<file path="src/rtl/asm_pkg.sv">
// Shared definitions for the alphabet-set multiplier (ASM) operand path:
// the alphabet codes, the nibble width, the per-nibble decode record and the sequencer states.
package asm_pkg;

  localparam int NIBBLE_WIDTH = 4;

  localparam logic [1:0] ALPH_1 = 2'b00;
  localparam logic [1:0] ALPH_3 = 2'b01;
  localparam logic [1:0] ALPH_5 = 2'b10;
  localparam logic [1:0] ALPH_7 = 2'b11;

  typedef struct packed {
    logic [1:0] sel;
    logic [1:0] sl;
    logic       zero;
    logic       inexact;
  } nib_dec_t;

  typedef enum logic [1:0] {
    ST_IDLE,
    ST_PAR,
    ST_SER
  } seq_state_e;

endpackage

</file>
<file path="src/rtl/asm_nibble_decode.sv">
// Combinational decode of one 4-bit multiplier nibble into alphabet select and left shift.
module asm_nibble_decode
  import asm_pkg::*;
(
  input  logic [NIBBLE_WIDTH-1:0] nibble,
  output nib_dec_t                dec
);

  always_comb begin
    dec.sel     = ALPH_1;
    dec.sl      = 2'd0;
    dec.zero    = 1'b0;
    // Odd values above 8 have no exact alphabet form; they take the decode of v-1.
    dec.inexact = nibble[3] & nibble[0];
    case (nibble)
      4'h0:        dec.zero = 1'b1;
      4'h2:        dec.sl   = 2'd1;
      4'h3:        dec.sel  = ALPH_3;
      4'h4:        dec.sl   = 2'd2;
      4'h5:        dec.sel  = ALPH_5;
      4'h6:        begin dec.sel = ALPH_3; dec.sl = 2'd1; end
      4'h7:        dec.sel  = ALPH_7;
      4'h8, 4'h9:  dec.sl   = 2'd3;
      4'hA, 4'hB:  begin dec.sel = ALPH_5; dec.sl = 2'd1; end
      4'hC, 4'hD:  begin dec.sel = ALPH_3; dec.sl = 2'd2; end
      4'hE, 4'hF:  begin dec.sel = ALPH_7; dec.sl = 2'd1; end
      default:     ;
    endcase
  end

endmodule

</file>
<file path="src/rtl/asm_operand_sequencer.sv">
// Handshaked ASM operand sequencer: decodes all nibbles on accept, then emits one parallel
// beat or a zero-skipping serial stream of non-zero nibbles.
module asm_operand_sequencer
  import asm_pkg::*;
#(
  parameter  int LOG2_WIDTH = 4,
  localparam int WIDTH      = 1 << LOG2_WIDTH,
  localparam int NIBBLES    = WIDTH / NIBBLE_WIDTH,
  localparam int IDX_W      = (LOG2_WIDTH > 3) ? (LOG2_WIDTH - 2) : 1
) (
  input  logic                 clk,
  input  logic                 rst_n,
  input  logic                 in_valid,
  output logic                 in_ready,
  input  logic [WIDTH-1:0]     operand,
  input  logic                 mode,
  output logic                 out_valid,
  input  logic                 out_ready,
  output logic [2*NIBBLES-1:0] sel,
  output logic [2*NIBBLES-1:0] sl,
  output logic [NIBBLES-1:0]   zero_mask,
  output logic [NIBBLES-1:0]   inexact_mask,
  output logic [IDX_W-1:0]     nib_idx,
  output logic                 out_last
);

  nib_dec_t [NIBBLES-1:0] dec_in;
  logic     [NIBBLES-1:0] new_remain;

  for (genvar k = 0; k < NIBBLES; k++) begin : g_dec
    asm_nibble_decode u_dec (
      .nibble (operand[NIBBLE_WIDTH*k +: NIBBLE_WIDTH]),
      .dec    (dec_in[k])
    );
    assign new_remain[k] = ~dec_in[k].zero;
  end

  seq_state_e             state_q, state_d;
  nib_dec_t [NIBBLES-1:0] lanes_q, lanes_d;
  logic [NIBBLES-1:0]     remain_q, remain_d;
  logic                   in_ready_q, in_ready_d;
  logic                   out_valid_q, out_valid_d;
  logic [2*NIBBLES-1:0]   sel_q, sel_d;
  logic [2*NIBBLES-1:0]   sl_q, sl_d;
  logic [NIBBLES-1:0]     zero_q, zero_d;
  logic [NIBBLES-1:0]     inex_q, inex_d;
  logic [IDX_W-1:0]       idx_q, idx_d;
  logic                   last_q, last_d;

  nib_dec_t [NIBBLES-1:0] src_lanes;
  logic [NIBBLES-1:0]     cand;
  logic [IDX_W-1:0]       pick_idx;
  logic                   pick_higher;

  // One selector serves both the first serial beat (fresh decode) and every following beat.
  always_comb begin
    if (state_q == ST_IDLE) begin
      src_lanes = dec_in;
      cand      = new_remain;
    end else begin
      src_lanes = lanes_q;
      cand      = remain_q & ~(NIBBLES'(1) << idx_q);
    end
  end

  always_comb begin
    logic found;
    found       = 1'b0;
    pick_idx    = '0;
    pick_higher = 1'b0;
    for (int unsigned i = 0; i < NIBBLES; i++) begin
      if (cand[i]) begin
        if (found) begin
          pick_higher = 1'b1;
        end else begin
          pick_idx = IDX_W'(i);
          found    = 1'b1;
        end
      end
    end
  end

  always_comb begin
    state_d     = state_q;
    lanes_d     = lanes_q;
    remain_d    = remain_q;
    in_ready_d  = in_ready_q;
    out_valid_d = out_valid_q;
    sel_d       = sel_q;
    sl_d        = sl_q;
    zero_d      = zero_q;
    inex_d      = inex_q;
    idx_d       = idx_q;
    last_d      = last_q;

    unique case (state_q)
      ST_IDLE: begin
        if (in_valid) begin
          lanes_d     = dec_in;
          remain_d    = new_remain;
          in_ready_d  = 1'b0;
          out_valid_d = 1'b1;
          if (!mode) begin
            state_d = ST_PAR;
            for (int unsigned k = 0; k < NIBBLES; k++) begin
              sel_d[2*k +: 2] = dec_in[k].sel;
              sl_d[2*k +: 2]  = dec_in[k].sl;
              zero_d[k]       = dec_in[k].zero;
              inex_d[k]       = dec_in[k].inexact;
            end
            idx_d  = '0;
            last_d = 1'b1;
          end else begin
            state_d = ST_SER;
            // All-zero operand: pick_idx stays 0 and lane 0 already decodes as zero.
            sel_d     = '0;
            sl_d      = '0;
            zero_d    = '0;
            inex_d    = '0;
            sel_d[1:0] = src_lanes[pick_idx].sel;
            sl_d[1:0]  = src_lanes[pick_idx].sl;
            zero_d[0]  = src_lanes[pick_idx].zero;
            inex_d[0]  = src_lanes[pick_idx].inexact;
            idx_d      = pick_idx;
            last_d     = ~pick_higher;
          end
        end
      end
      ST_PAR: begin
        if (out_ready) begin
          state_d     = ST_IDLE;
          in_ready_d  = 1'b1;
          out_valid_d = 1'b0;
          sel_d       = '0;
          sl_d        = '0;
          zero_d      = '0;
          inex_d      = '0;
          idx_d       = '0;
          last_d      = 1'b0;
        end
      end
      ST_SER: begin
        if (out_ready) begin
          remain_d = cand;
          sel_d    = '0;
          sl_d     = '0;
          zero_d   = '0;
          inex_d   = '0;
          if (last_q) begin
            state_d     = ST_IDLE;
            in_ready_d  = 1'b1;
            out_valid_d = 1'b0;
            idx_d       = '0;
            last_d      = 1'b0;
          end else begin
            sel_d[1:0] = src_lanes[pick_idx].sel;
            sl_d[1:0]  = src_lanes[pick_idx].sl;
            zero_d[0]  = src_lanes[pick_idx].zero;
            inex_d[0]  = src_lanes[pick_idx].inexact;
            idx_d      = pick_idx;
            last_d     = ~pick_higher;
          end
        end
      end
      default: state_d = ST_IDLE;
    endcase
  end

  always_ff @(posedge clk) begin
    if (!rst_n) begin
      state_q     <= ST_IDLE;
      lanes_q     <= '0;
      remain_q    <= '0;
      in_ready_q  <= 1'b1;
      out_valid_q <= 1'b0;
      sel_q       <= '0;
      sl_q        <= '0;
      zero_q      <= '0;
      inex_q      <= '0;
      idx_q       <= '0;
      last_q      <= 1'b0;
    end else begin
      state_q     <= state_d;
      lanes_q     <= lanes_d;
      remain_q    <= remain_d;
      in_ready_q  <= in_ready_d;
      out_valid_q <= out_valid_d;
      sel_q       <= sel_d;
      sl_q        <= sl_d;
      zero_q      <= zero_d;
      inex_q      <= inex_d;
      idx_q       <= idx_d;
      last_q      <= last_d;
    end
  end

  assign in_ready     = in_ready_q;
  assign out_valid    = out_valid_q;
  assign sel          = sel_q;
  assign sl           = sl_q;
  assign zero_mask    = zero_q;
  assign inexact_mask = inex_q;
  assign nib_idx      = idx_q;
  assign out_last     = last_q;

endmodule

</file>
<file path="config.mk">
export PLATFORM = sky130hd
export DESIGN_NAME = asm_operand_sequencer
export DESIGN_NICKNAME = d
export VERILOG_FILES = /design/src/rtl/asm_pkg.sv /design/src/rtl/asm_nibble_decode.sv /design/src/rtl/asm_operand_sequencer.sv
export SDC_FILE = /design/constraint.sdc
export NUM_CORES = 1
export LEC_CHECK = 0
export ABC_AREA = 1
export CORE_MARGIN = 3
export CORE_UTILIZATION = 44
export DETAILED_ROUTE_END_ITERATION = 12
export DONT_BUFFER_PORTS = 1
export GPL_ROUTABILITY_DRIVEN = 0
export GPL_TIMING_DRIVEN = 0
export PLACE_DENSITY_LB_ADDON = 0.08
export RECOVER_POWER = 100
export SLEW_MARGIN = 40
export SYNTH_ARGS = -nofsm -noshare
export SYNTH_HDL_FRONTEND = slang
export SYNTH_SLANG_ARGS = --single-unit
</file>
<file path="constraint.sdc">
create_clock -name clk -period 1.8 [get_ports clk]
set_clock_uncertainty 0.05 [all_clocks]
set_input_delay 0.18 -clock clk [delete_from_list [all_inputs] [get_ports clk]]
set_output_delay 0.18 -clock clk [all_outputs]
set_load 0.02 [all_outputs]
</file>
==> results.yml, run 1 <==
status:
  status: "finished, violations left"
  violations: "setup timing"
floorplanning:
  start_util_pct: 46.4
  dieWidth_um: 91.6
  rows: 30
  ioPinCount: 50
  chipHeight_um: 91.6
  die_area_sq_um: 8390
  core_sq_um: 6940
detailed_routing:
  ant_nets: 0
  routed_wl_um: 10100
  first_pass_iters: 5
  vias: 3259
  post-route-drc-count: 0
  first_iter_violations: 217
  vias_per_cell: 5.32
  avgRoutedWirePerCell_um: 16.4
timing:
  period_needed_ns: 1.91
  rsz0062_at_grt: "yes"
  tightest_slew_ns: 0.682
  hold_viol_final: 0
  relSlewSlack_pct: 54.5
  post-route-period-util_pct: 106
  setup_viol: 13
  hold_slack_ns: 0.0131
  report.final.slew_viol_count: 0
  setup_slack_ns: -0.111
  fmax_mhz: 523
placed_design:
  dpl.hpwl_um: 7090
  place_ws_ns: -0.247
  io_buffers: 0
  place_area_sq_um: 3340
yosys:
  synthesis.nets: 500
  netlist_instances: 475
  synth.avg_cell_area_sq_um: 6.79
  yosysWarnings: 0
  synth_seq_area_share_pct: 36.6
  yosys.cell_types.count: 36
  synth_edf_count: 0
  synth.most_common_cell: "nand2_1"
  synth_area_leaders: "dfxtp_1, nand2_1, o21ai_0"
  synthTopCellsByCount: "nand2_1, dfxtp_1, o21ai_0, a21oi_1, inv_1"
  syn_area_sq_um: 3220
  ys_ff_latch: 59
  synthFlopType: "dfxtp_1"
  synth-async-reset-ratio_pct: 0
  netlist.area_leader.share_pct: 36.6
  synth_area_leader_cell: "dfxtp_1"
critical_path:
  cpMaxStageDelayCell: "dfxtp_2"
  worstSetupPathType: "register to register"
  arrival_ns: 2.07
  timing.rr.end: "sl[0]"
  cp_common_cell: "nand2_4"
  cpPeakStageDelay_ns: 0.36
  rr_worst_depth: 15
  crit_path_start_kind: "register"
  r2r_slack_ns: -0.11
  cp_cell_sequence: "inv_2 -> ha_4 -> buf_6 -> inv_6 -> buf_8 -> nand2_4 -> nand2_4 -> nand2_4 -> nor2_4 -> buf_6 -> nand2_2 -> nand3_2 -> nand2_1 -> nand2_1 -> a21oi_2"
  worstSetupEndpointType: "register"
  cp_max_fo: 8
  r2r-start: "state_q[1]"
  cp_data_required_time_ns: 1.96
clocking:
  cts_made_buffers: 9
  clock_path_buffers: 2
  path_clk_slew_ns: 0.08
  cts.sinks: 59
  clkLatencyLatePin_ns: 0.35
  h-tree-depth: 3
  root_buffer: "clkbuf_8"
  cts_tree: "built"
final_layout:
  nFillCells: 653
  drive_gt1_share_pct: 23.4
  antenna_cells: 0
  fin_util_pct: 57.1
  num-nets-final: 537
  fin_area_sq_um: 3970
  area_delta_synth_final_pct: 23.0
hold_path:
  worstHoldStart: "operand[9]"
  min_to: "sl[5]"
  hold_path_depth: 3
  hp-class: "input port to register"
global_route:
  track_usage_pct: 24.6
  grt_max_degree: 12
  overflow: 0
  grt_pass1_wl_um: 16100
  antenna_found_initial: 0
  grt_pass1_vias: 2980
power_and_ir_drop:
  p_per_area_nw_per_um2: 1960
  pwr-share-comb_pct: 58.2
  p_int_uw: 4080
  ir_worst_vdd_uv: 683
  p_seq_share_pct: 26.1
  sw_frac_of_total_pct: 47.3
  switching_power_uw: 3670
  p_leak_uw: 0.00168
  power_frac_clock_pct: 15.6
run:
  drv_cap: 0
[critical path, delay by kind of cell, from the launching register on]
| family | cells | cell delay [ns] |
|---|---|---|
| AOI/OAI and AO/OA | 1 | 0.05 |
| adders and majority gates | 1 | 0.16 |
| buffers and inverters | 5 | 0.53 |
| DFF | 1 | 0.36 |
| and+or+nand+nor | 8 | 0.61 |
[power groups by stage]
stage,clock network [uW],registers (uW),logic (uW)
floorplan,0,1990,2730
global placement,0,2040,3460
detailed placement,0,2050,3460
CTS,1220,2020,4100
global route,1300,2070,4950
finish,1210,2030,4520
[repair_timing]
item | 4_1_cts | 5_1_grt
gates resized for setup | 22 | 41
pin swaps | 9 | 4
buffers inserted | 12 | 2
gates cloned | 2 | 0
setup endpoints to repair | 56 | 53
endpoints found under the hold margin | 9 | 0
hold buffers | 10 | 0
[cells in the final DEF (no fill, tap or decap), types with 2 or more instances in the layout]
master,count
nand3_2,13
a21oi_2,8
ha_1,3
a21oi_1,45
buf_12,2
nand2_1,118
inv_2,7
a211oi_1,6
dfxtp_1,55
o211ai_1,2
nand3_1,20
nand2_2,12
nor2_4,3
dfxtp_2,4
o21ai_1,3
buf_4,12
clkinvlp_4,2
o21ai_0,56
nor2_2,7
clkinv_4,2
or2_1,4
clkinv_2,4
nand2_4,7
inv_1,37
nor2_1,26
buf_6,4
buf_2,3
buf_8,5
inv_4,2
clkbuf_2,6
dlygate4sd3_1,10
clkbuf_1,6
a22oi_1,2
clkbuf_8,9
[state kept, by name, indices dropped and copies added (netlist names)]
name	flops
inexact_mask	4
lanes_q	24
sl	8
state_q	2
in_ready	1
nib_idx	2
remain_q	4
zero_mask	4
out_last	1
sel	8
out_valid	1
[logic make-up (layout without fill, tap and decap cells)]
group           after synthesis  after routing  share of synthesized area [%]
flops                        59             59                           36.6
buf+inv                      71            113                           10.5
simple gates                214            214                           29.9
compound gates              127            127                           21.4
fa+ha+maj                     4              4                           1.55
[how the worst max path moves through the flow]
stage,depth (start not counted),end,startpoint
5_1_grt,15,sl[0],state_q[1]
6_report,15,sl[0],state_q[1]
3_3_place_gp,8,lanes_q[7],state_q[0]
2_1_floorplan,15,sl[0],state_q[0]
3_5_place_dp,12,sl[0],state_q[0]
4_1_cts,14,inexact_mask[0],state_q[1]
[area by class of cell]
| class | instances | area (sq um) | share of cell area (%) |
|---|---|---|---|
| plain buffers | 22 | 171 | 4.32 |
| flip-flops and latches | 59 | 1190 | 29.9 |
| inverters | 49 | 200 | 5.05 |
| clock buffers | 9 | 124 | 3.12 |
| well taps | 96 | 120 | 3.03 |
| clock inverters | 7 | 68.8 | 1.74 |
| multi-input cells | 345 | 1850 | 46.6 |
| repair buffers | 26 | 246 | 6.22 |
[stage by stage]
| step | power [uW] | TNS [ns] | instances |
|---|---|---|---|
| finish | 7760 | -0.480 | 613 |
| global route | 8320 | -3.93 | 613 |
| CTS | 7340 | -0.234 | 611 |
| detailed placement | 5510 | -8.62 | 571 |
| global placement | 5500 | -7.27 | 571 |
| floorplan | 4710 | 0 | 475 |
[routing by layer]
layer | GRT usage [%] | vias up | share of wire (%)
met4 | 10.2 | 0 | 2.3
met3 | 6.46 | 20 | 7.7
li1 | - | 1626 | -
met1 | 34.4 | 1484 | 48
met2 | 35.6 | 129 | 42
met5 | 0 | - | 0
Note: power is estimated with default switching activity, not from simulation.
==> run 2: changes to the inputs <==
--- a/config.mk
+++ b/config.mk
@@ -6,8 +6,9 @@
 export NUM_CORES = 1
 export LEC_CHECK = 0
 export ABC_AREA = 1
-export CORE_MARGIN = 3
+export CAP_MARGIN = 25
 export CORE_UTILIZATION = 44
+export CTS_CLUSTER_SIZE = 20
 export DETAILED_ROUTE_END_ITERATION = 12
 export DONT_BUFFER_PORTS = 1
 export GPL_ROUTABILITY_DRIVEN = 0
==> run 2 against run 1 <==
The run still ends with setup timing left. Core utilization rose by 1.2 points. Maximum frequency fell by 0.12%. Global-route usage rose by 3.3 points. Critical path depth did not move. Register-to-register slack barely moved. Cell count rose by 0.65%. Critical path type unchanged.
==> results.yml, run 2 (synthesized netlist as in run 1, its figures left out) <==
clocking:
  cts.sinks: 59
  root_buffer: "clkbuf_8"
  clock_path_buffers: 2
  cts_tree: "built"
  h-tree-depth: 3
  clkLatencyLatePin_ns: 0.34
  cts_made_buffers: 9
  path_clk_slew_ns: 0.07
final_layout:
  num-nets-final: 541
  final_common_cell: "nand2_1"
  antenna_cells: 0
  multiInputGateArea_sq_um: 1870
  most-common-layout-cells: "nand2_1, o21ai_0, dfxtp_1"
  largest-register: "lanes_q"
  largest_reg_flops: 24
  ff_latch_area_sq_um: 1180
  fin_util_pct: 58.3
  fin_area_sq_um: 4050
  area_delta_synth_final_pct: 25.6
  drive_gt1_share_pct: 24.4
  nFillCells: 683
timing:
  tightest_slew_ns: 0.712
  fmax_mhz: 523
  relSlewSlack_pct: 52.5
  setup_viol: 28
  rsz0062_at_grt: "yes"
  hold_viol_final: 0
  period_needed_ns: 1.91
  setup_slack_ns: -0.113
  report.final.slew_viol_count: 0
  post-route-period-util_pct: 106
critical_path:
  r2r_slack_ns: -0.11
  r2r-start: "state_q[1]"
  worstSetupPathType: "register to register"
  rr_worst_depth: 15
  endpoint: "sl[0]"
  worstSetupEndpointType: "register"
  cp-startpoint: "state_q[1]"
  timing.rr.end: "sl[0]"
  arrival_ns: 2.06
  cp_data_required_time_ns: 1.95
  crit_path_start_kind: "register"
  cp_max_fo: 7
global_route:
  antenna_found_initial: 0
  grt_pass1_vias: 3081
  grt_pass1_wl_um: 15800
  overflow: 0
  track_usage_pct: 27.9
  grt_max_degree: 11
power_and_ir_drop:
  pwr-share-comb_pct: 59.2
  ir_worst_vdd_uv: 718
  p_seq_share_pct: 25.4
  switching_power_uw: 3760
  power_uw: 8010
  p_int_uw: 4250
  p_leak_uw: 0.00172
  sw_frac_of_total_pct: 46.9
  power_frac_clock_pct: 15.4
  p_per_area_nw_per_um2: 1980
floorplanning:
  ioPinCount: 50
  dieWidth_um: 87.6
  start_util_pct: 46.4
  chipHeight_um: 87.6
  rows: 30
  core_sq_um: 6940
  die_area_sq_um: 7670
detailed_routing:
  first_iter_violations: 299
  avgRoutedWirePerCell_um: 16.5
  vias: 3357
  ant_nets: 0
  first_pass_iters: 5
  post-route-drc-count: 0
  vias_per_cell: 5.44
  routed_wl_um: 10200
placed_design:
  io_buffers: 0
  place_area_sq_um: 3340
  dpl.hpwl_um: 7100
hold_path:
  worstHoldStart: "operand[15]"
  hp-class: "input port to register"
run:
  drv_cap: 0
status:
  status: "finished, violations left"
  violations: "setup timing"
## run 2: cell type report
class                           instances  share of cell area (%)
Sequential cell                        59                    29.3
Buffer                                 22                    4.36
Clock buffer                           11                    3.49
Clock inverter                          5                    1.30
Tap cell                               96                    2.97
Timing Repair Buffer                   30                    7.39
Multi-Input combinational cell        345                    46.2
Inverter                               49                    5.01
## run 2: worst min-delay path by stage
stage	to	slack, ns	depth (start not counted)
4_1_cts	lanes_q[18]	0.0006	2
2_1_floorplan	lanes_q[10]	0.27	2
3_5_place_dp	lanes_q[10]	0.28	2
5_1_grt	lanes_q[18]	0.008	2
3_3_place_gp	lanes_q[10]	0.28	2
6_report	lanes_q[18]	0.02	2
## run 2: routing by layer
layer	up-vias	GRT usage (%)	routed length, um
met1	1532	37.1	4320
met4	0	12.2	343
met5	-	0	0
met3	31	8.39	1130
li1	1634	-	-
met2	160	41.8	4390
## run 2: power by group through the flow
stage	Sequential [uW]	Combinational (uW)	Clock, uW
finish	2030	4750	1230
global route	2070	5150	1310
CTS	2020	4390	1240
detailed placement	2050	3490	0
global placement	2040	3470	0
floorplan	1990	2730	0
## run 2: per-stage QoR
stage	std cells	TNS, ns	hold slack, ns	worst slack, ns
2_1_floorplan	475	0	0.268	0.0200
3_3_place_gp	571	-7.39	0.277	-0.240
3_5_place_dp	571	-9.20	0.283	-0.277
4_1_cts	613	-0.338	0.000555	-0.0735
5_1_grt	617	-4.59	0.00835	-0.183
6_report	617	-1.09	0.0184	-0.113
## run 2: what timing repair did
action | 4_1_cts | 5_1_grt
pin swaps | 21 | 14
endpoints found under the hold margin | 8 | 1
gates cloned | 2 | 1
setup buffers | 13 | 2
hold buffers | 11 | 1
setup endpoints to repair | 56 | 45
resized for setup | 46 | 27
## run 2: critical path, stage by stage, from the launching register on
cell and delay, ns:
dfxtp_2 0.35, inv_2 0.06, ha_4 0.16, buf_6 0.13, inv_6 0.06, buf_12 0.12
nand2_4 0.05, nand2_4 0.10, nand2_4 0.06, nor2_4 0.16, buf_6 0.16, nand2_2 0.05
nand3_2 0.06, nand2_2 0.06, nand2_2 0.07, a21oi_2 0.05
